**src/rtl/alu_exec_unit_pkg.sv**
```systemverilog
// Purpose: encodings shared by the ALU control decoder and alu_exec_unit.
//   ALU_* : 3-bit ALU control codes.
//   ST_*  : alu_exec_unit FSM state encoding.
package alu_exec_unit_pkg;

  localparam int unsigned ALU_CTRL_W = 3;

  localparam logic [ALU_CTRL_W-1:0] ALU_AND = 3'b000;
  localparam logic [ALU_CTRL_W-1:0] ALU_OR  = 3'b001;
  localparam logic [ALU_CTRL_W-1:0] ALU_ADD = 3'b010;
  localparam logic [ALU_CTRL_W-1:0] ALU_SUB = 3'b110;
  localparam logic [ALU_CTRL_W-1:0] ALU_MUL = 3'b011;

  localparam logic [0:0] ST_IDLE = 1'b0;
  localparam logic [0:0] ST_MUL  = 1'b1;

endpackage

```
**src/rtl/alu_exec_unit_mul.sv**
```systemverilog
// Purpose: iterative shift-add multiplier datapath (acc/mcand/mplier/cnt).
//   clk_i, rst_i   : clock, synchronous active-high reset
//   start_i        : load operands, clear acc/cnt
//   step_i         : perform one shift-add iteration this edge
//   mcand_i        : multiplicand
//   mplier_i       : multiplier
//   done_c_o       : this step is the final iteration (combinational)
//   product_c_o    : accumulator value after this step (combinational)
// Optional: MUL_EARLY_TERM_EN ends the operation once the remaining
// multiplier bits are all zero.
module shift_add_mul #(
  parameter int unsigned DATA_W = 32,
  parameter int unsigned CNT_W  = 6
) (
  input  logic              clk_i,
  input  logic              rst_i,
  input  logic              start_i,
  input  logic              step_i,
  input  logic [DATA_W-1:0] mcand_i,
  input  logic [DATA_W-1:0] mplier_i,
  output logic              done_c_o,
  output logic [DATA_W-1:0] product_c_o
);

  logic [DATA_W-1:0] acc_q,    acc_d;
  logic [DATA_W-1:0] mcand_q,  mcand_d;
  logic [DATA_W-1:0] mplier_q, mplier_d;
  logic [CNT_W-1:0]  cnt_q,    cnt_d;
  logic [DATA_W-1:0] acc_step;
  logic              last_iter;

  // Accumulator after conditionally adding the current multiplicand.
  assign acc_step    = acc_q + (mplier_q[0] ? mcand_q : '0);
  assign product_c_o = acc_step;

`ifdef MUL_EARLY_TERM_EN
  // Stop once no set multiplier bits remain after this shift.
  assign last_iter = (cnt_q == CNT_W'(DATA_W - 1)) || ((mplier_q >> 1) == '0);
`else
  assign last_iter = (cnt_q == CNT_W'(DATA_W - 1));
`endif

  assign done_c_o = step_i && last_iter;

  // Next-state for the datapath registers.
  always_comb begin
    acc_d    = acc_q;
    mcand_d  = mcand_q;
    mplier_d = mplier_q;
    cnt_d    = cnt_q;
    if (start_i) begin
      acc_d    = '0;
      mcand_d  = mcand_i;
      mplier_d = mplier_i;
      cnt_d    = '0;
    end else if (step_i) begin
      acc_d    = acc_step;
      mcand_d  = mcand_q << 1;
      mplier_d = mplier_q >> 1;
      cnt_d    = cnt_q + CNT_W'(1);
    end
  end

  always_ff @(posedge clk_i) begin
    if (rst_i) begin
      acc_q    <= '0;
      mcand_q  <= '0;
      mplier_q <= '0;
      cnt_q    <= '0;
    end else begin
      acc_q    <= acc_d;
      mcand_q  <= mcand_d;
      mplier_q <= mplier_d;
      cnt_q    <= cnt_d;
    end
  end

endmodule

```
**src/rtl/alu_exec_unit.sv**
```systemverilog
// Purpose: EX-stage execution unit. AND/OR/ADD/SUB complete in one cycle;
// MUL runs on the iterative shift_add_mul datapath while busy_o stalls ID/EX.
//   clk_i, rst_i   : clock, synchronous active-high reset
//   valid_i        : issue strobe, accepted when busy_o==0
//   ALUCtrl_i      : ALU control code
//   data1_i/data2_i: operands (multiplicand/multiplier for MUL)
//   result_o       : registered result, held between completions
//   zero_o         : registered result==0 flag
//   valid_o        : one-cycle completion pulse
//   busy_o         : MUL in progress
// Optional: MUL_EARLY_TERM_EN shortens MUL latency (see shift_add_mul).
module alu_exec_unit
  import alu_exec_unit_pkg::*;
#(
  parameter int unsigned DATA_W = 32,
  parameter int unsigned CNT_W  = 6
) (
  input  logic                  clk_i,
  input  logic                  rst_i,
  input  logic                  valid_i,
  input  logic [ALU_CTRL_W-1:0] ALUCtrl_i,
  input  logic [DATA_W-1:0]     data1_i,
  input  logic [DATA_W-1:0]     data2_i,
  output logic [DATA_W-1:0]     result_o,
  output logic                  zero_o,
  output logic                  valid_o,
  output logic                  busy_o
);

  logic [0:0]        state_q,  state_d;
  logic [DATA_W-1:0] result_q, result_d;
  logic              zero_q,   zero_d;
  logic              valid_q,  valid_d;
  logic              mul_start;
  logic              mul_done_c;
  logic [DATA_W-1:0] mul_product_c;

  // Single-cycle operations; undefined codes yield zero.
  function automatic logic [DATA_W-1:0] single_op(
    input logic [ALU_CTRL_W-1:0] ctrl,
    input logic [DATA_W-1:0]     a,
    input logic [DATA_W-1:0]     b
  );
    case (ctrl)
      ALU_AND: single_op = a & b;
      ALU_OR:  single_op = a | b;
      ALU_ADD: single_op = a + b;
      ALU_SUB: single_op = a - b;
      default: single_op = '0;
    endcase
  endfunction

  shift_add_mul #(
    .DATA_W (DATA_W),
    .CNT_W  (CNT_W)
  ) u_mul (
    .clk_i       (clk_i),
    .rst_i       (rst_i),
    .start_i     (mul_start),
    .step_i      (state_q == ST_MUL),
    .mcand_i     (data1_i),
    .mplier_i    (data2_i),
    .done_c_o    (mul_done_c),
    .product_c_o (mul_product_c)
  );

  // Next-state and output logic.
  always_comb begin
    state_d   = state_q;
    result_d  = result_q;
    zero_d    = zero_q;
    valid_d   = 1'b0;
    mul_start = 1'b0;
    case (state_q)
      ST_IDLE: begin
        if (valid_i) begin
          if (ALUCtrl_i == ALU_MUL) begin
            mul_start = 1'b1;
            state_d   = ST_MUL;
          end else begin
            result_d = single_op(ALUCtrl_i, data1_i, data2_i);
            zero_d   = (result_d == '0);
            valid_d  = 1'b1;
          end
        end
      end
      ST_MUL: begin
        if (mul_done_c) begin
          result_d = mul_product_c;
          zero_d   = (mul_product_c == '0);
          valid_d  = 1'b1;
          state_d  = ST_IDLE;
        end
      end
      default: state_d = ST_IDLE;
    endcase
  end

  always_ff @(posedge clk_i) begin
    if (rst_i) begin
      state_q  <= ST_IDLE;
      result_q <= '0;
      zero_q   <= 1'b1;
      valid_q  <= 1'b0;
    end else begin
      state_q  <= state_d;
      result_q <= result_d;
      zero_q   <= zero_d;
      valid_q  <= valid_d;
    end
  end

  assign result_o = result_q;
  assign zero_o   = zero_q;
  assign valid_o  = valid_q;
  assign busy_o   = (state_q == ST_MUL);

endmodule

```
**config.mk**
```make
export PLATFORM = sky130hd
export DESIGN_NAME = alu_exec_unit
export DESIGN_NICKNAME = d
export VERILOG_FILES = /design/src/rtl/alu_exec_unit_pkg.sv /design/src/rtl/alu_exec_unit_mul.sv /design/src/rtl/alu_exec_unit.sv
export SDC_FILE = /design/constraint.sdc
export NUM_CORES = 1
export LEC_CHECK = 0
export ABC_CLOCK_PERIOD_IN_PS = 5200
export CAP_MARGIN = 10
export CORE_AREA = 3 3 168 129
export DETAILED_ROUTE_END_ITERATION = 10
export DIE_AREA = 0 0 171 132
export DONT_BUFFER_PORTS = 1
export HOLD_SLACK_MARGIN = 0.1
export PLACE_DENSITY = 0.75
export SYNTH_ARGS = -nofsm -noshare
export SYNTH_HDL_FRONTEND = slang
export SYNTH_SLANG_ARGS = --single-unit
```
**constraint.sdc**
```tcl
create_clock -name clk_i -period 5.2 [get_ports clk_i]
set_clock_uncertainty 0.2 [all_clocks]
set_input_delay 0.52 -clock clk_i [delete_from_list [all_inputs] [get_ports clk_i]]
set_output_delay 0.52 -clock clk_i [all_outputs]
set_load 0.1 [all_outputs]
```
# --- Word level (Yosys, flattened, before mapping) ---
# Index checks and enable logic that the tools add are counted.
totals:
  regBits: 137
  out_inout_bits: 35
op_classes:
  add_sub_neg: 4
  n_eq_ne: 8
  mux: 26
  bitwise_logic: 3
  reduce_logical: 7
op_table:
  columns: ["cell", "count"]
  rows:
  - ["2-to-1 mux 32 bit", 11]
  - ["case mux 32 bit (4 select lines)", 1]
  - ["adder 32 bit", 2]
  - ["zero test 32 bit", 2]
  - ["case mux 32 bit (2 select lines)", 1]
  - ["AND 32 bit", 1]
  - ["bitwise OR 32 bit", 1]
  - ["subtractor 32 bit", 1]
  - ["2-to-1 mux 1 bit", 10]
  - ["adder 6 x 1 -> 6 bit (second input constant)", 1]
  - ["equality test 3 x 2 -> 1 bit (second input constant)", 2]
  - ["equality test 6 x 5 -> 1 bit (second input constant)", 1]
  - ["case mux 1 bit (2 select lines)", 3]
  - ["inequality test 2 bit (second input constant)", 2]
  - ["equality test 3 x 1 -> 1 bit (second input constant)", 1]
  - ["equality test 3 bit (second input constant)", 1]
  - ["zero test 3 bit", 1]
  - ["AND reduction 3 bit", 1]
  - ["inequality test 2 x 1 -> 1 bit (second input constant)", 1]
  - ["nonzero test 2 bit", 1]
  - ["OR reduction 2 bit", 1]
  - ["logical AND 1 bit", 1]
  - ["inverter 1 bit", 1]

# --- Depth between registers and ports, before layout ---
depth:
  depth_word: 9
  ltp_mapped: 22

# --- By module ---
# Synthesis repeated with hierarchy kept, for this count alone.
hier_totals:
  hier_cells: 1491
  area_unflattened_um2: 11247.0
modules_own_cells:
  columns: ["mod", "instances", "cells_per_inst", "area_per_inst_um2"]
  rows:
  - ["shift_add_mul", 1, 767, 6174.7]
  - ["alu_exec_unit", 1, 724, 5072.4]

# --- Least setup slack after synthesis ---
# OpenSTA, ideal clock, no wires.
synth_path:
  path_kind: "input -> register"
  startpoint: "input ALUCtrl_i[0]"
  endpoint: "register zero_q (netlist: zero_o)"
  setup_ns: 0.063
  t_arrival_ns: 4.818
  slack_ns: 0.119
  cell_stages: 22
  n_path_buf: 6
  path_cell_list: "clkbuf_1 -> nor2b_1 -> clkbuf_1 -> clkbuf_1 -> clkbuf_1 -> nand2_1 -> clkbuf_1 -> o31ai_1 -> xor2_1 -> ha_1 -> clkbuf_1 -> a21oi_1 -> o21ai_1 -> or3_1 -> or4_1 -> nand4b_1 -> nand3_1 -> a31oi_4 -> xnor2_1 -> a2111oi_2 -> nand2_1 -> nand3_1"
synth_via:
  elab_chain_cells: 9
synth_lines:
  columns: ["item", "line", "source"]
  rows:
  - ["start: declaration", "alu_exec_unit.sv:21", "input logic [ALU_CTRL_W-1:0] ALUCtrl_i,"]
  - ["equality test 3 bit (tied with other cells)", "alu_exec_unit.sv:44", "case (ctrl)"]
  - ["case mux 32 bit (4 select lines)", "alu_exec_unit.sv:44", null]
  - ["2-to-1 mux 32 bit", "alu_exec_unit.sv:77", "if (ALUCtrl_i == ALU_MUL) begin"]
  - ["2-to-1 mux 32 bit", "alu_exec_unit.sv:76", "if (valid_i) begin"]
  - ["2-to-1 mux 32 bit", "alu_exec_unit.sv:74", "case (state_q)"]
  - ["zero test 32 bit", "alu_exec_unit.sv:82", "zero_d = (result_d == '0);"]
  - ["2-to-1 mux 1 bit", "alu_exec_unit.sv:77", null]
  - ["2-to-1 mux 1 bit", "alu_exec_unit.sv:76", null]
  - ["case mux 1 bit (2 select lines)", "alu_exec_unit.sv:74", null]
  - ["end signal: assignment", "alu_exec_unit.sv:108", "zero_q <= zero_d;"]
  - ["end: declaration", "alu_exec_unit.sv:32", "logic zero_q, zero_d;"]
# Parallel ways exist; a longest one is shown, timed or not. The select of a mux whose other input is x is not followed.
# A chain may end at the register's enable or synchronous reset.

# --- Worst setup path after layout ---
layout_path:
  startpoint: "input data2_i[10]"
  endpoint: "register zero_q (netlist: zero_o)"
layout_via:
  elab_chain_cells: 9
layout_lines:
  columns: ["item", "line", "source"]
  rows:
  - ["start: declaration", "alu_exec_unit.sv:23", "input logic [DATA_W-1:0] data2_i,"]
  - ["subtractor 32 bit (tied with other cells)", "alu_exec_unit.sv:48", "ALU_SUB: single_op = a - b;"]
  - ["case mux 32 bit (4 select lines) *", "alu_exec_unit.sv:44", null]
  - ["2-to-1 mux 32 bit *", "alu_exec_unit.sv:77", null]
  - ["2-to-1 mux 32 bit *", "alu_exec_unit.sv:76", null]
  - ["2-to-1 mux 32 bit *", "alu_exec_unit.sv:74", null]
  - ["zero test 32 bit *", "alu_exec_unit.sv:82", null]
  - ["2-to-1 mux 1 bit *", "alu_exec_unit.sv:77", null]
  - ["2-to-1 mux 1 bit *", "alu_exec_unit.sv:76", null]
  - ["case mux 1 bit (2 select lines) *", "alu_exec_unit.sv:74", null]
# Mark *: on every way between the ends. The rest lies on a longest branch, timed or not. The select of a mux whose other input is x is not followed.

==> impl_metrics.tcl <==
set metrics [dict create \
    status "completed" \
    finalNetCount 1668 \
    wl_met2_um 16000 \
    drt_iter0_drc 1457 \
    die_y_um 132 \
    initial_core_util_pct 55.0 \
    synth-edff-count 0 \
    min_path_type "primary input to flop" \
    cp.buffers_inverters 1 \
    synth_compound_area_share_pct 26.5 \
    synthCells 1567 \
    cp-start-kind "primary input" \
    drive_gt1_share_pct 7.32 \
    power_w 0.00329 \
    htreeDepth 4 \
    synthXorXnorAreaFrac_pct 6.23 \
    clockBufferDepth 2 \
    vias_per_cell 6.58 \
    wl_per_cell_um 21.7 \
    ys_ff_latch 137 \
    finalWirelength_um 39100 \
    rsz0062_at_grt "no" \
    layout.area.seq_um2 2750 \
    fin_crit_ns 4.78 \
    ir_drop_mv 0.215 \
    setup_viol 0 \
    grt.overflow.total 0 \
    synth_top_family_by_area "simple AND/OR/NAND/NOR gates" \
    cts_buffers 17 \
    die-area_um2 22600 \
    grt_use_total_pct 34.1 \
    cts_resized 0 \
    synth_fa_ha_area_share_pct 9.80 \
    slew-limit-headroom_pct 24.9 \
    ys_warn_count 0 \
    core_area_um2 20200 \
    worst_pin_slew_ns 1.12 \
    fillers 1937 \
    synthSimpleGateAreaFrac_pct 27.0 \
    synth.yosys.seq_area_share_pct 24.7 \
    vias 11800 \
    yosysUniqueCellTypes 82 \
    slowest_stage "o311ai_1" \
    io_buffers 0 \
    netlist_area_um2 11100 \
    wl_met3_um 4680 \
    area_growth_pct 8.91 \
    p_leak_nw 4.69 \
    hold_viol 0 \
    antenna_found_initial 0 \
    drtPass1Iterations 5 \
    drcViolationCount 0 \
    route.top_layer_used "met4" \
    grt_max_degree 97 \
    die_w_um 171 \
    final_cell_mix "a21oi_1 (252), nand2_1 (219), nor2_1 (149), dfxtp_1 (136), nand3_1 (85)" \
    crit_required_ns 5.32 \
    arrival_ns 4.90 \
    cts_num_sinks 137 \
    gp_congestion 0.985 \
    antenna_cells 0 \
    synth.area.mux_share_pct 1.10 \
    maxSlewViolCount 0 \
    clk_pin_slew_ns 0.07 \
    ios 105 \
    critical-path-top-delay-family "simple AND/OR/NAND/NOR gates" \
    m1WireLength_um 17400 \
    multi_input_area_um2 7850 \
    tns_ns 0 \
    antenna_left 0 \
    synth_nets 1705 \
    grt_pass1_vias 10800 \
    fmax_mhz 209 \
    postSynthAreaPerCell_um2 7.07 \
    cts_tree "built" \
    clk_latency_ns 0.44 \
    fp-row-count 45 \
    power.density_nw_per_um2 272 \
    slowest_delay_ns 0.55 \
    synth_flop_cell "dfxtp_1" \
    maxCapViolCount 0 \
    grt_pass1_wl_um 61100 \
    ctsRootBufferMaster "clkbuf_16" \
    dp_hpwl_um 29000 \
    cts_setup_buffers 0 \
    async_reset_ff_share_pct 0 \
    end_kind "flop" \
    finalCritPeriodShare_pct 92.0 \
    crit_fanout 7 \
    cp_cell_sequence "or4_4 -> nor3_4 -> nand3b_2 -> or2_2 -> o31ai_1 -> xor2_1 -> ha_1 -> a21oi_1 -> nor2b_1 -> o41ai_1 -> o211ai_1 -> buf_4 -> or3_1 -> o311ai_1 -> a221oi_1 -> nand4_1 -> nor4_1 -> nand2_1 -> nand3_1" \
    final_common_cell "a21oi_1" \
    critPathKind "primary input to flop" \
]
[where the power goes]
part / leakage (nW) / internal [W] / switching (W)
sequential: 1.11 / 0.00108 / 0.000152
combinational: 3.28 / 0.000263 / 0.000441
clock: 0.303 / 0.000777 / 0.000575
total: 4.69 / 0.00212 / 0.00117
[layout make-up]
class	instances	share of cell area [%]
flip-flops and latches	137	22.8
inverters	32	0.995
clock inverters	15	1.68
multi-input cells	1294	65.0
repair buffers	48	3.34
well taps	258	2.67
clock buffers	17	3.52
[cells in the mapped netlist, types with 7 or more instances]
cell type | count | share of area [%]
a21o_1 | 19 | 1.3
a21oi_1 | 252 | 11
nor3_1 | 21 | 0.95
and2_1 | 37 | 2.1
or3_1 | 9 | 0.51
o21ai_0 | 72 | 3.3
nand4_1 | 14 | 0.79
xnor2_1 | 40 | 3.2
buf_1 | 23 | 0.78
ha_1 | 66 | 7.5
nand2_1 | 220 | 7.5
inv_1 | 32 | 1.1
clkbuf_1 | 79 | 2.7
nor4_1 | 9 | 0.51
xor2_1 | 37 | 2.9
o21bai_1 | 7 | 0.47
o31ai_1 | 10 | 0.68
and3_1 | 14 | 0.79
mux2i_1 | 11 | 0.99
nor2_1 | 151 | 5.1
dfxtp_1 | 137 | 25
o211ai_1 | 14 | 0.95
nand3_1 | 85 | 3.8
nand2b_1 | 13 | 0.73
nor2b_1 | 13 | 0.73
maj3_1 | 22 | 2.0
o21a_1 | 12 | 0.81
a211oi_1 | 15 | 1.0
or2_2 | 7 | 0.40
[through the flow]
step | hold WS (ns) | setup slack, ns | utilization [%] | area (µm²) | instances
final | 0.176 | 0.416 | 59.9 | 12100 | 1801
after global routing | 0.175 | 0.0963 | 59.9 | 12100 | 1801
after CTS | 0.160 | 0.544 | 59.7 | 12000 | 1800
after detailed placement | 0.264 | 0.102 | 56.4 | 11400 | 1766
after global placement | 0.256 | 0.0552 | 56.4 | 11400 | 1766
after floorplan | 0.250 | 0.119 | - | 11100 | 1567
[routing by layer]
layer | up-vias | track usage [%]
li1 | 5559 | -
met1 | 5589 | 50.7
met2 | 616 | 47.5
met3 | 85 | 9.92
met4 | 0 | 9.47
met5 | - | 0
[flip-flops by register name, summed over array words and instances (netlist names)]
register,count
result_o,32
u_mul.acc_q,32
u_mul.mcand_q,32
u_mul.mplier_q,32
u_mul.cnt_q,6
busy_o,1
valid_o,1
zero_o,1
[worst min-delay path, stage by stage]
cell and delay [ns]:
inv_1 0.09, o21ai_0 0.10, a31oi_1 0.05
[cell families (layout without fill, tap and decap cells)]
family | Yosys count | count (layout)
compound gates | 485 | 485
xor+xnor | 78 | 78
fa+ha+maj | 90 | 90
buf+inv | 136 | 112
flops | 137 | 137
mux | 12 | 12
simple gates | 629 | 629
[timing repair]
item,CTS,global route
hold buffers,2,0
hold endpoints to repair,96,0
setup endpoints to repair,0,0
[worst paths after layout]
kind,from,endpoint,slack (ns),depth (start not counted)
hold reg to reg,u_mul.acc_q[28]$_SDFFE_PP0P_,u_mul.acc_q[28]$_SDFFE_PP0P_,0.27,2
setup reg to reg,u_mul.mplier_q[0]$_SDFFE_PP0P_,zero_o$_SDFFE_PP1P_,0.71,14
hold / removal,rst_i,result_o[4]$_SDFFE_PP0P_,0.18,3
setup / recovery,data2_i[10],zero_o$_SDFFE_PP1P_,0.42,19
Note: power is estimated with default switching activity, not from simulation.
